[src/rtl/alarm_trigger.sv]
// Alarm trigger and ringer: rings on the first armed match of clock time and alarm time,
// drives a 1 Hz buzzer, supports snooze with a fixed delay and auto-off after a timeout.
module alarm_trigger #(
   parameter int unsigned SNOOZE_MIN       = 5,
   parameter int unsigned RING_TIMEOUT_SEC = 60
) (
   input  logic       clk,
   input  logic       rst,
   input  logic       tick_1hz,
   input  logic       alarm_en,
   input  logic [5:0] curMinutes,
   input  logic [4:0] curHours,
   input  logic [5:0] alarmMinutes,
   input  logic [4:0] alarmHours,
   input  logic       stop,
   input  logic       snooze,
   output logic       ringing,
   output logic       buzzer,
   output logic       snoozing
);

   typedef enum logic [1:0] {
      StIdle,
      StRinging,
      StSnooze
   } state_e;

   localparam logic [6:0] SnoozeMin7 = 7'(SNOOZE_MIN);
   localparam logic [7:0] TimeoutCnt = 8'(RING_TIMEOUT_SEC);

   state_e     state_q, state_d;
   logic       match_q;
   logic [7:0] sec_cnt_q, sec_cnt_d;
   logic       buzzer_q, buzzer_d;
   logic [5:0] snz_min_q, snz_min_d;
   logic [4:0] snz_hour_q, snz_hour_d;

   logic       match;
   logic       trigger;
   logic       snz_hit;
   logic [6:0] min_sum;
   logic [5:0] snz_min_calc;
   logic [4:0] snz_hour_calc;
   logic [7:0] sec_next;

   assign match    = (curHours == alarmHours) && (curMinutes == alarmMinutes);
   assign trigger  = alarm_en && match && !match_q;
   assign snz_hit  = (curHours == snz_hour_q) && (curMinutes == snz_min_q);
   assign sec_next = sec_cnt_q + 8'd1;

   // Snooze target: minutes wrap mod 60 carrying into the hour, hour wraps mod 24.
   always_comb begin
      min_sum       = {1'b0, curMinutes} + SnoozeMin7;
      snz_min_calc  = min_sum[5:0];
      snz_hour_calc = curHours;
      if (min_sum >= 7'd60) begin
         snz_min_calc  = 6'(min_sum - 7'd60);
         snz_hour_calc = (curHours == 5'd23) ? 5'd0 : curHours + 5'd1;
      end
   end

   always_comb begin
      state_d    = state_q;
      sec_cnt_d  = sec_cnt_q;
      buzzer_d   = 1'b0;
      snz_min_d  = snz_min_q;
      snz_hour_d = snz_hour_q;

      unique case (state_q)
         StIdle: begin
            if (trigger) begin
               state_d   = StRinging;
               sec_cnt_d = 8'd0;
               buzzer_d  = 1'b1;
            end
         end

         StRinging: begin
            buzzer_d = buzzer_q;
            if (!alarm_en || stop) begin
               state_d  = StIdle;
               buzzer_d = 1'b0;
            end else if (snooze) begin
               state_d    = StSnooze;
               buzzer_d   = 1'b0;
               snz_min_d  = snz_min_calc;
               snz_hour_d = snz_hour_calc;
            end else if (tick_1hz) begin
               sec_cnt_d = sec_next;
               if (sec_next == TimeoutCnt) begin
                  state_d  = StIdle;
                  buzzer_d = 1'b0;
               end else begin
                  buzzer_d = ~buzzer_q;
               end
            end
         end

         StSnooze: begin
            if (!alarm_en || stop) begin
               state_d = StIdle;
            end else if (snz_hit) begin
               state_d   = StRinging;
               sec_cnt_d = 8'd0;
               buzzer_d  = 1'b1;
            end
         end

         default: begin
            state_d = StIdle;
         end
      endcase
   end

   // match_q resets high so a match present at reset release is not seen as an edge.
   always_ff @(posedge clk or posedge rst) begin
      if (rst) begin
         state_q    <= StIdle;
         match_q    <= 1'b1;
         sec_cnt_q  <= 8'd0;
         buzzer_q   <= 1'b0;
         snz_min_q  <= 6'd0;
         snz_hour_q <= 5'd0;
      end else begin
         state_q    <= state_d;
         match_q    <= match;
         sec_cnt_q  <= sec_cnt_d;
         buzzer_q   <= buzzer_d;
         snz_min_q  <= snz_min_d;
         snz_hour_q <= snz_hour_d;
      end
   end

   assign ringing  = (state_q == StRinging);
   assign snoozing = (state_q == StSnooze);
   assign buzzer   = buzzer_q;

endmodule
[config.mk]
export PLATFORM = sky130hd
export DESIGN_NAME = alarm_trigger
export DESIGN_NICKNAME = d
export VERILOG_FILES = /design/src/rtl/alarm_trigger.sv
export SDC_FILE = /design/constraint.sdc
export NUM_CORES = 1
export LEC_CHECK = 0
export BUFFER_PORTS_ARGS = -buffer_cell sky130_fd_sc_hd__buf_4
export CAP_MARGIN = 40
export CELL_PAD_IN_SITES_DETAIL_PLACEMENT = 1
export CELL_PAD_IN_SITES_GLOBAL_PLACEMENT = 1
export CORE_UTILIZATION = 30
export DETAILED_ROUTE_END_ITERATION = 8
export GPL_TIMING_DRIVEN = 0
export PLACE_DENSITY_LB_ADDON = 0.1
export RECOVER_POWER = 100
export SLEW_MARGIN = 20
export SYNTH_ARGS = -nofsm -noshare
export SYNTH_HDL_FRONTEND = slang
export SYNTH_SLANG_ARGS = --single-unit
[constraint.sdc]
create_clock -name clk -period 2.2 [get_ports clk]
set_input_delay 0.11 -clock clk [delete_from_list [all_inputs] [get_ports clk]]
set_output_delay 0.11 -clock clk [all_outputs]
set_load 0.02 [all_outputs]
==> results.toml, run 1 <==
[status]
status = "finished, final reports clean"

[final_layout]
drive_gt1_frac = 0.176
final_cells = 305
final_nets = 268
antenna_cells = 0
layout_commonest_cell = "nand2_1"
fillers = 675
layout_common_cells = "nand2_1, buf_4, xor2_1"
area_growth_pct = 19.4
finish.instance_area_sq_um = 2090

[floorplan]
core_sq_um = 5570
die_width_um = 78.4
fp.dieH_um = 78.4
row_count = 27
start_util = 0.314
pin_count = 31
dieArea_sq_um = 6150

[detailed_routing]
routed_wl_um = 4390
antenna_left = 0
drt_pass1_iterations = 4
drtIter0Drc = 25
vias = 1568
drcViolationCount = 0
vias_per_cell = 5.14
wl_per_cell_um = 14.4

[cts]
ctsRootBufferMaster = "clkbuf_8"
clock_sinks = 23
cts_max_level = 1
numCtsBuffers = 3
cts_setup_buffers = 0
cts_buffer_depth = 2
cts_tree = "yes"
clkTransAtPathRegs_ns = 0.09
insertion_delay_ns = 0.27

[synth]
synth_cell_types = 51
synth_flop_cell = "dfrtp_1"
syn_area_sq_um = 1750
synth_cells = 200
async_reset_ff_frac = 1.00
avgSynthCellArea_sq_um = 8.76
synth_nets = 234
synth_edf_count = 0
ys_seq_area_frac = 0.329
ys_ff_latch = 23
yosys_warnings = 0

[power_and_ir_drop]
power_uw = 866
p_seq_frac = 0.492
p_int_uw = 631
power_frac_comb = 0.196
powerDensity_nw_per_um2 = 414
clockPowerShare = 0.312
max-vdd-ir-drop_mv = 0.181
p_sw_uw = 234
swShare = 0.271
power_leakage_uw = 0.000961

[setup_path]
critPathLaunchType = "input port"
worstPathMaxFanout = 10
cp.arrival_ns = 2.21
end_kind = "flip-flop"
required_ns = 2.39
worst-setup-path-type = "in2reg"

[grt]
grt_pass1_wl_um = 7530
grt_usage = 0.157
first_global_vias = 1616
overflow = 0
antenna_found_initial = 0
grt_max_degree = 15

[placed_design]
hpwl_um = 3420
placed_area_sq_um = 2060
dpl.cell_count = 300
numPortBuffers = 27
dp_slack_ns = -0.0859
gp_congestion = 0.738

[timing]
tns_ns = 0
fmax_mhz = 493
finalWorstSetupSlack_ns = 0.173
slew_viol_final = 0
rsz0062_at_grt = "no"
fin_crit_ns = 2.03
skew_ns = 0.00537
fin_crit_sh = 0.921
slew_headroom = 0.608
setup_violations = 0
hold_viol = 0
worst_pin_slew_ns = 0.587

[flow_run]
maxCapViolations = 0

[min_path]
hold_path.class = "in2reg"
-- registers in the layout (all words and copies together), names as in the netlist --
signal	count
snz_hour_q	5
sec_cnt_q	8
state_q	2
snz_min_q	6
match_q	1
buzzer	1
-- routing by layer --
layer  track usage  vias up  share of wire
met1         0.185      772           0.44
met2         0.289       19           0.52
met3        0.0267        6          0.024
met5             0        -              0
met4        0.0407        0          0.014
li1              -      771              -
-- final cells by class --
class	instances	area, sq um	area share
multi-input cells	156	1080	0.514
flip-flops and latches	23	577	0.276
repair buffers	29	201	0.0963
well taps	72	90.1	0.0431
plain buffers	10	60.1	0.0287
clock buffers	3	41.3	0.0197
inverters	11	41.3	0.0197
clock inverters	1	5.00	0.00239
-- worst max-delay path, cell delays in order --
cell and delay (ns):
clkbuf_1 0.10, buf_2 0.18, a21oi_1 0.24, xnor2_1 0.18, ha_1 0.20, nand2_1 0.06
o32a_1 0.38, buf_4 0.20, a2111o_1 0.39, a31oi_1 0.17
-- final timing paths --
kind / cells past startpoint / from / to / slack [ns]
min in group asynchronous: 3 / rst / state_q[0] / 0.46
setup / recovery: 10 / curMinutes[1] / snz_hour_q[3] / 0.17
setup reg to reg: 5 / snz_hour_q[3] / sec_cnt_q[6] / 0.21
hold reg to reg: 2 / snz_min_q[1] / snz_min_q[1] / 0.50
max in group asynchronous: 4 / rst / snz_min_q[3] / 0.83
hold / removal: 4 / snooze / buzzer / 0.15
-- repair_timing --
| item | 4_1_cts | 5_1_grt |
|---|---|---|
| setup endpoints to repair | 0 | 3 |
| hold buffers | 1 | 0 |
| hold endpoints to repair | 13 | 0 |
| resized for setup | 0 | 1 |
-- power by group through the flow --
stage	clock network, uW	logic, uW	registers [uW]
after global placement	0	172	434
after floorplan	0	103	434
after detailed placement	0	176	434
final	270	170	426
after CTS	288	178	426
after global routing	297	189	427
-- through the flow --
step | hold slack, ns | util
finish | 0.147 | 0.375
global route | 0.194 | 0.375
CTS | 0.137 | 0.380
detailed placement | 0.235 | 0.369
global placement | 0.402 | 0.367
floorplan | 0.111 | -
-- cell families (layout without fill, tap and decap cells) --
group | count (synthesis) | after routing | share of synthesized area
buffers and inverters | 21 | 54 | 0.0600
adders and majority gates | 6 | 6 | 0.0429
AOI/OAI and AO/OA | 44 | 44 | 0.176
DFF | 23 | 23 | 0.329
and+or+nand+nor | 72 | 72 | 0.217
xor gates and xnor gates | 28 | 28 | 0.140
muxes | 6 | 6 | 0.0350
-- cells in the mapped netlist (2+ instances only) --
cell / n / area, sq um
nand2_1: 26 / 97.6
xor2_1: 24 / 210
dfrtp_1: 22 / 551
inv_1: 11 / 41.3
o21ai_0: 11 / 55.1
nor2_1: 9 / 33.8
ha_1: 6 / 75.1
nand3_1: 6 / 30.0
o21ai_1: 6 / 30.0
a31oi_1: 5 / 31.3
mux2i_1: 5 / 50.1
nor4_1: 5 / 31.3
a21oi_1: 4 / 20.0
xnor2_1: 4 / 35.0
buf_2: 3 / 15.0
clkbuf_1: 3 / 11.3
nand2b_1: 3 / 18.8
nor2b_1: 3 / 18.8
o22a_1: 3 / 26.3
a41oi_1: 2 / 17.5
and3_1: 2 / 12.5
and3b_1: 2 / 17.5
buf_6: 2 / 22.5
nand4_1: 2 / 12.5
nor3_1: 2 / 10.0
nor4b_1: 2 / 17.5
o311ai_1: 2 / 17.5
or4_1: 2 / 15.0
Note: power is estimated with default switching activity, not from simulation.
==> run 2: changes to the inputs <==
--- a/config.mk
+++ b/config.mk
@@ -9,6 +9,7 @@
 export CAP_MARGIN = 40
 export CELL_PAD_IN_SITES_DETAIL_PLACEMENT = 1
 export CELL_PAD_IN_SITES_GLOBAL_PLACEMENT = 1
+export CORE_ASPECT_RATIO = 0.9
 export CORE_UTILIZATION = 30
 export DETAILED_ROUTE_END_ITERATION = 8
 export GPL_TIMING_DRIVEN = 0
==> run 2 against run 1 <==
Net effect: sequential share of layout area fell by 0.066 points; largest cell class unchanged; final cell count fell by 0.66%; first-iteration DRC count rose by 60%; fmax fell by 0.64%; clock skew rose by 0.0023 ns; final area rose by 0.24%; the run now ends with DRC left.
==> results.toml, run 2 (synthesis results as in run 1) <==
[setup_path]
critPathLaunchType = "input port"
cp.arrival_ns = 2.24
required_ns = 2.40
worstPathMaxFanout = 10
end_kind = "flip-flop"
worst-setup-path-type = "in2reg"

[final_layout]
fin_util = 0.370
antenna_cells = 0
area_growth_pct = 19.7
final_nets = 268
regMostFlops = "sec_cnt_q"
largest_reg_flops = 8
layout_common_cells = "nand2_1, buf_4, xor2_1"
drive_gt1_frac = 0.185
reg.largest.list = "sec_cnt_q: 8 flops, snz_min_q: 6 flops, snz_hour_q: 5 flops"
layout_commonest_cell = "nand2_1"

[detailed_routing]
routed_wl_um = 4710
vias_per_cell = 5.16
vias = 1564
drcViolationCount = 1
antenna_left = 0
drtIter0Drc = 40
drt_pass1_iterations = 6
wl_per_cell_um = 15.5

[floorplan]
start_util = 0.309
fp.dieH_um = 74.5
row_count = 26
core_sq_um = 5660
dieArea_sq_um = 6150
pin_count = 31
die_width_um = 82.5

[cts]
ctsRootBufferMaster = "clkbuf_8"
clock_sinks = 23
cts_max_level = 1
numCtsBuffers = 3
cts_setup_buffers = 0
cts_buffer_depth = 2
insertion_delay_ns = 0.28
clkTransAtPathRegs_ns = 0.09
cts_tree = "yes"

[power_and_ir_drop]
powerDensity_nw_per_um2 = 422
power_uw = 885
p_int_uw = 633
clockPowerShare = 0.319
max-vdd-ir-drop_mv = 0.194
swShare = 0.284
power_frac_comb = 0.199
p_seq_frac = 0.482
power_leakage_uw = 0.000965
p_sw_uw = 251

[timing]
fin_crit_ns = 2.04
worst_pin_slew_ns = 0.992
setup_violations = 0
finalWorstSetupSlack_ns = 0.160
slew_headroom = 0.339
hold_viol = 0
fin_crit_sh = 0.927
skew_ns = 0.00764
rsz0062_at_grt = "no"
fmax_mhz = 490
tns_ns = 0
slew_viol_final = 0

[grt]
grt_pass1_wl_um = 8010
grt_usage = 0.175
antenna_found_initial = 0
first_global_vias = 1556
overflow = 0
grt_max_degree = 18

[status]
status = "complete, but fails checks"
violations = "DRC"

[flow_run]
maxCapViolations = 0

[placed_design]
hpwl_um = 3670
dp_slack_ns = -0.134
numPortBuffers = 27
gp_congestion = 0.759

[min_path]
hold_path.class = "in2reg"
## run 2: changes by cell type in the layout (fill, tap and decap cells not counted), sizes merged
cell,delta
buf,+1
clkbuf,-1
## run 2: final cells by class
type,instances,area (sq um)
fillers,703,3560
inverters,11,41.3
flip-flops and latches,23,577
multi-input cells,156,1080
well taps,70,87.6
clock inverters,1,5.00
plain buffers,10,60.1
clock buffers,3,41.3
repair buffers,29,205
## run 2: per-stage QoR
stage	hold WS, ns	area (sq um)	instances
6_report	0.126	2100	303
5_1_grt	0.161	2100	303
4_1_cts	0.132	2130	303
3_5_place_dp	0.127	2070	298
3_3_place_gp	0.393	2040	297
2_1_floorplan	0.111	1750	200
## run 2: per-layer routing
layer	track usage	vias to the layer above	part of all wire
li1	-	776	-
met1	0.271	747	0.54
met2	0.259	36	0.42
met3	0.0196	5	0.036
met4	0.0345	0	0.0062
met5	0	-	0
## run 2: final timing paths
path                          startpoint  depth (start not counted)            end  slack, ns
min                               snooze                          4     state_q[0]       0.13
min reg2reg                 snz_min_q[1]                          2   snz_min_q[1]       0.51
max                        curMinutes[1]                         10  snz_hour_q[3]       0.16
max in group asynchronous            rst                          4     state_q[1]       0.69
max reg2reg                snz_hour_q[3]                          5   sec_cnt_q[6]       0.22
min in group asynchronous            rst                          3   sec_cnt_q[4]       0.31
## run 2: worst max-delay path, cell delays in order
cell and delay (ns):
buf_4 0.12, buf_2 0.18, a21oi_2 0.19, xnor2_1 0.19
ha_1 0.23, nand2_1 0.06, o32a_1 0.38, buf_4 0.20
a2111o_1 0.41, a31oi_1 0.16
## run 2: power groups by stage
stage	sequential [uW]	combinational (uW)	clock [uW]
final	426	176	283
after global routing	427	197	306
after CTS	426	186	287
after detailed placement	434	183	0
after global placement	434	176	0
after floorplan	434	103	0
## run 2: timing repair
item                                   4_1_cts  5_1_grt
hold buffers                                 1        0
gates resized for setup                      0        2
endpoints found under the hold margin        6        0
setup endpoints to repair                    0       10
==> run 3: changes to the inputs <==
--- a/config.mk
+++ b/config.mk
@@ -5,6 +5,7 @@
 export SDC_FILE = /design/constraint.sdc
 export NUM_CORES = 1
 export LEC_CHECK = 0
+export ABC_CLOCK_PERIOD_IN_PS = 2400
 export BUFFER_PORTS_ARGS = -buffer_cell sky130_fd_sc_hd__buf_4
 export CAP_MARGIN = 40
 export CELL_PAD_IN_SITES_DETAIL_PLACEMENT = 1
==> constraint.sdc (replaced) <==
create_clock -name clk -period 2.4 [get_ports clk]
set_input_delay 0.12 -clock clk [delete_from_list [all_inputs] [get_ports clk]]
set_output_delay 0.12 -clock clk [all_outputs]
set_load 0.02 [all_outputs]
==> run 3 against run 2 <==
Net effect: the flow still finishes with violations (DRC); final cell count did not move; non-clock buffer count did not move; final area fell by 0.30%; clock power fell by 8.1%; largest power group unchanged.
==> results.toml, run 3 (synthesis results as in run 1) <==
[timing]
hold_viol = 0
fin_crit_ns = 2.08
slew_headroom = 0.339
worst_pin_slew_ns = 0.992
setup_violations = 0
slew_viol_final = 0
skew_ns = 0.00620
rsz0062_at_grt = "no"
fin_crit_sh = 0.865
tns_ns = 0
fmax_mhz = 482

[setup_path]
required_ns = 2.60
worst-setup-path-type = "in2reg"
cp.arrival_ns = 2.28
worstPathMaxFanout = 10
end_kind = "flip-flop"
critPathLaunchType = "input port"
crit-reg2reg-capture = "snz_min_q[4]"
ff2ff_path_depth = 5
rrSetupSlack_ns = 0.37
r2r-start = "state_q[1]"

[grt]
grt_usage = 0.175
grt_pass1_wl_um = 8010
first_global_vias = 1556
grt_max_degree = 18
overflow = 0
antenna_found_initial = 0

[cts]
clock_sinks = 23
insertion_delay_ns = 0.28
ctsRootBufferMaster = "clkbuf_8"
numCtsBuffers = 3
cts_max_level = 1
cts_tree = "yes"
cts_buffer_depth = 2
cts_setup_buffers = 0
clkTransAtPathRegs_ns = 0.09

[detailed_routing]
wl_per_cell_um = 15.5
vias_per_cell = 5.18
drtIter0Drc = 41
drcViolationCount = 1
drt_pass1_iterations = 6
vias = 1569
routed_wl_um = 4710
antenna_left = 0

[status]
status = "complete, but fails checks"
violations = "DRC"

[final_layout]
largest_reg_flops = 8
regMostFlops = "sec_cnt_q"
drive_gt1_frac = 0.176
fin_util = 0.369
final_nets = 268
layout_common_cells = "nand2_1, buf_4, xor2_1"
antenna_cells = 0
reg.largest.list = "sec_cnt_q: 8 flops, snz_min_q: 6 flops, snz_hour_q: 5 flops"
final_cells = 303
area_growth_pct = 19.4
layout_commonest_cell = "nand2_1"

[floorplan]
pin_count = 31
start_util = 0.309
dieArea_sq_um = 6150
core_sq_um = 5660
row_count = 26
fp.dieH_um = 74.5
die_width_um = 82.5

[min_path]
hold-path-endpoint = "state_q[0]"
hold_path.startpoint = "snooze"
hold_path.class = "in2reg"
min_path_cells = 4

[placed_design]
gp_congestion = 0.759
hpwl_um = 3670
numPortBuffers = 27
dpl.cell_count = 298

[power_and_ir_drop]
max-vdd-ir-drop_mv = 0.180
power_leakage_uw = 0.000966
powerDensity_nw_per_um2 = 389

[flow_run]
maxCapViolations = 0
run 3: report_power, final:
part	total [uW]	internal [uW]	switching, uW
Clock	260	117	144
Combinational	161	75.3	86.1
Sequential	391	389	1.62
run 3: critical path, cell delays in order:
cell and delay (ns):
buf_4 0.12, buf_2 0.17, a21oi_1 0.24, xnor2_1 0.20
ha_1 0.23, nand2_1 0.06, o32a_1 0.39, buf_6 0.17
a2111o_1 0.40, a31oi_1 0.16
run 3: layer usage:
metal,part of all wire,vias to the layer above,global-route usage
li1,-,778,-
met1,0.54,754,0.271
met2,0.42,34,0.259
met3,0.037,3,0.0196
met4,0.0047,0,0.0345
met5,0,-,0
run 3: area by class of cell:
type	instances	area (sq um)
Multi-Input combinational cell	156	1070
Timing Repair Buffer	29	205
Buffer	10	63.8
Fill cell	706	3570
Inverter	11	41.3
Clock buffer	3	41.3
Clock inverter	1	5.00
Tap cell	70	87.6
Sequential cell	23	577
run 3: stage by stage:
stage	hold WS (ns)	power, uW	setup slack (ns)	cell area, sq um
floorplan	0.121	493	0.456	1750
global placement	0.403	560	0.0731	2040
detailed placement	0.137	566	0.0563	2070
CTS	0.142	825	0.324	2130
global route	0.171	853	0.119	2090
finish	0.137	812	0.325	2090
run 3: how the worst max path moves through the flow:
stage                               end     startpoint  depth (start not counted)
final                     snz_hour_q[3]  curMinutes[1]                         10
after floorplan           snz_hour_q[3]  curMinutes[1]                          9
after detailed placement  snz_hour_q[3]  curMinutes[1]                         10
after CTS                 snz_hour_q[3]  curMinutes[1]                         10
after global routing       snz_min_q[4]     state_q[1]                          5
after global placement    snz_hour_q[3]  curMinutes[1]                         10
run 3: repair_timing:
item / in CTS / in global routing
hold buffers: 1 / 0
resized for setup: 0 / 0
endpoints found under the hold margin: 6 / 0
setup endpoints to repair: 0 / 0
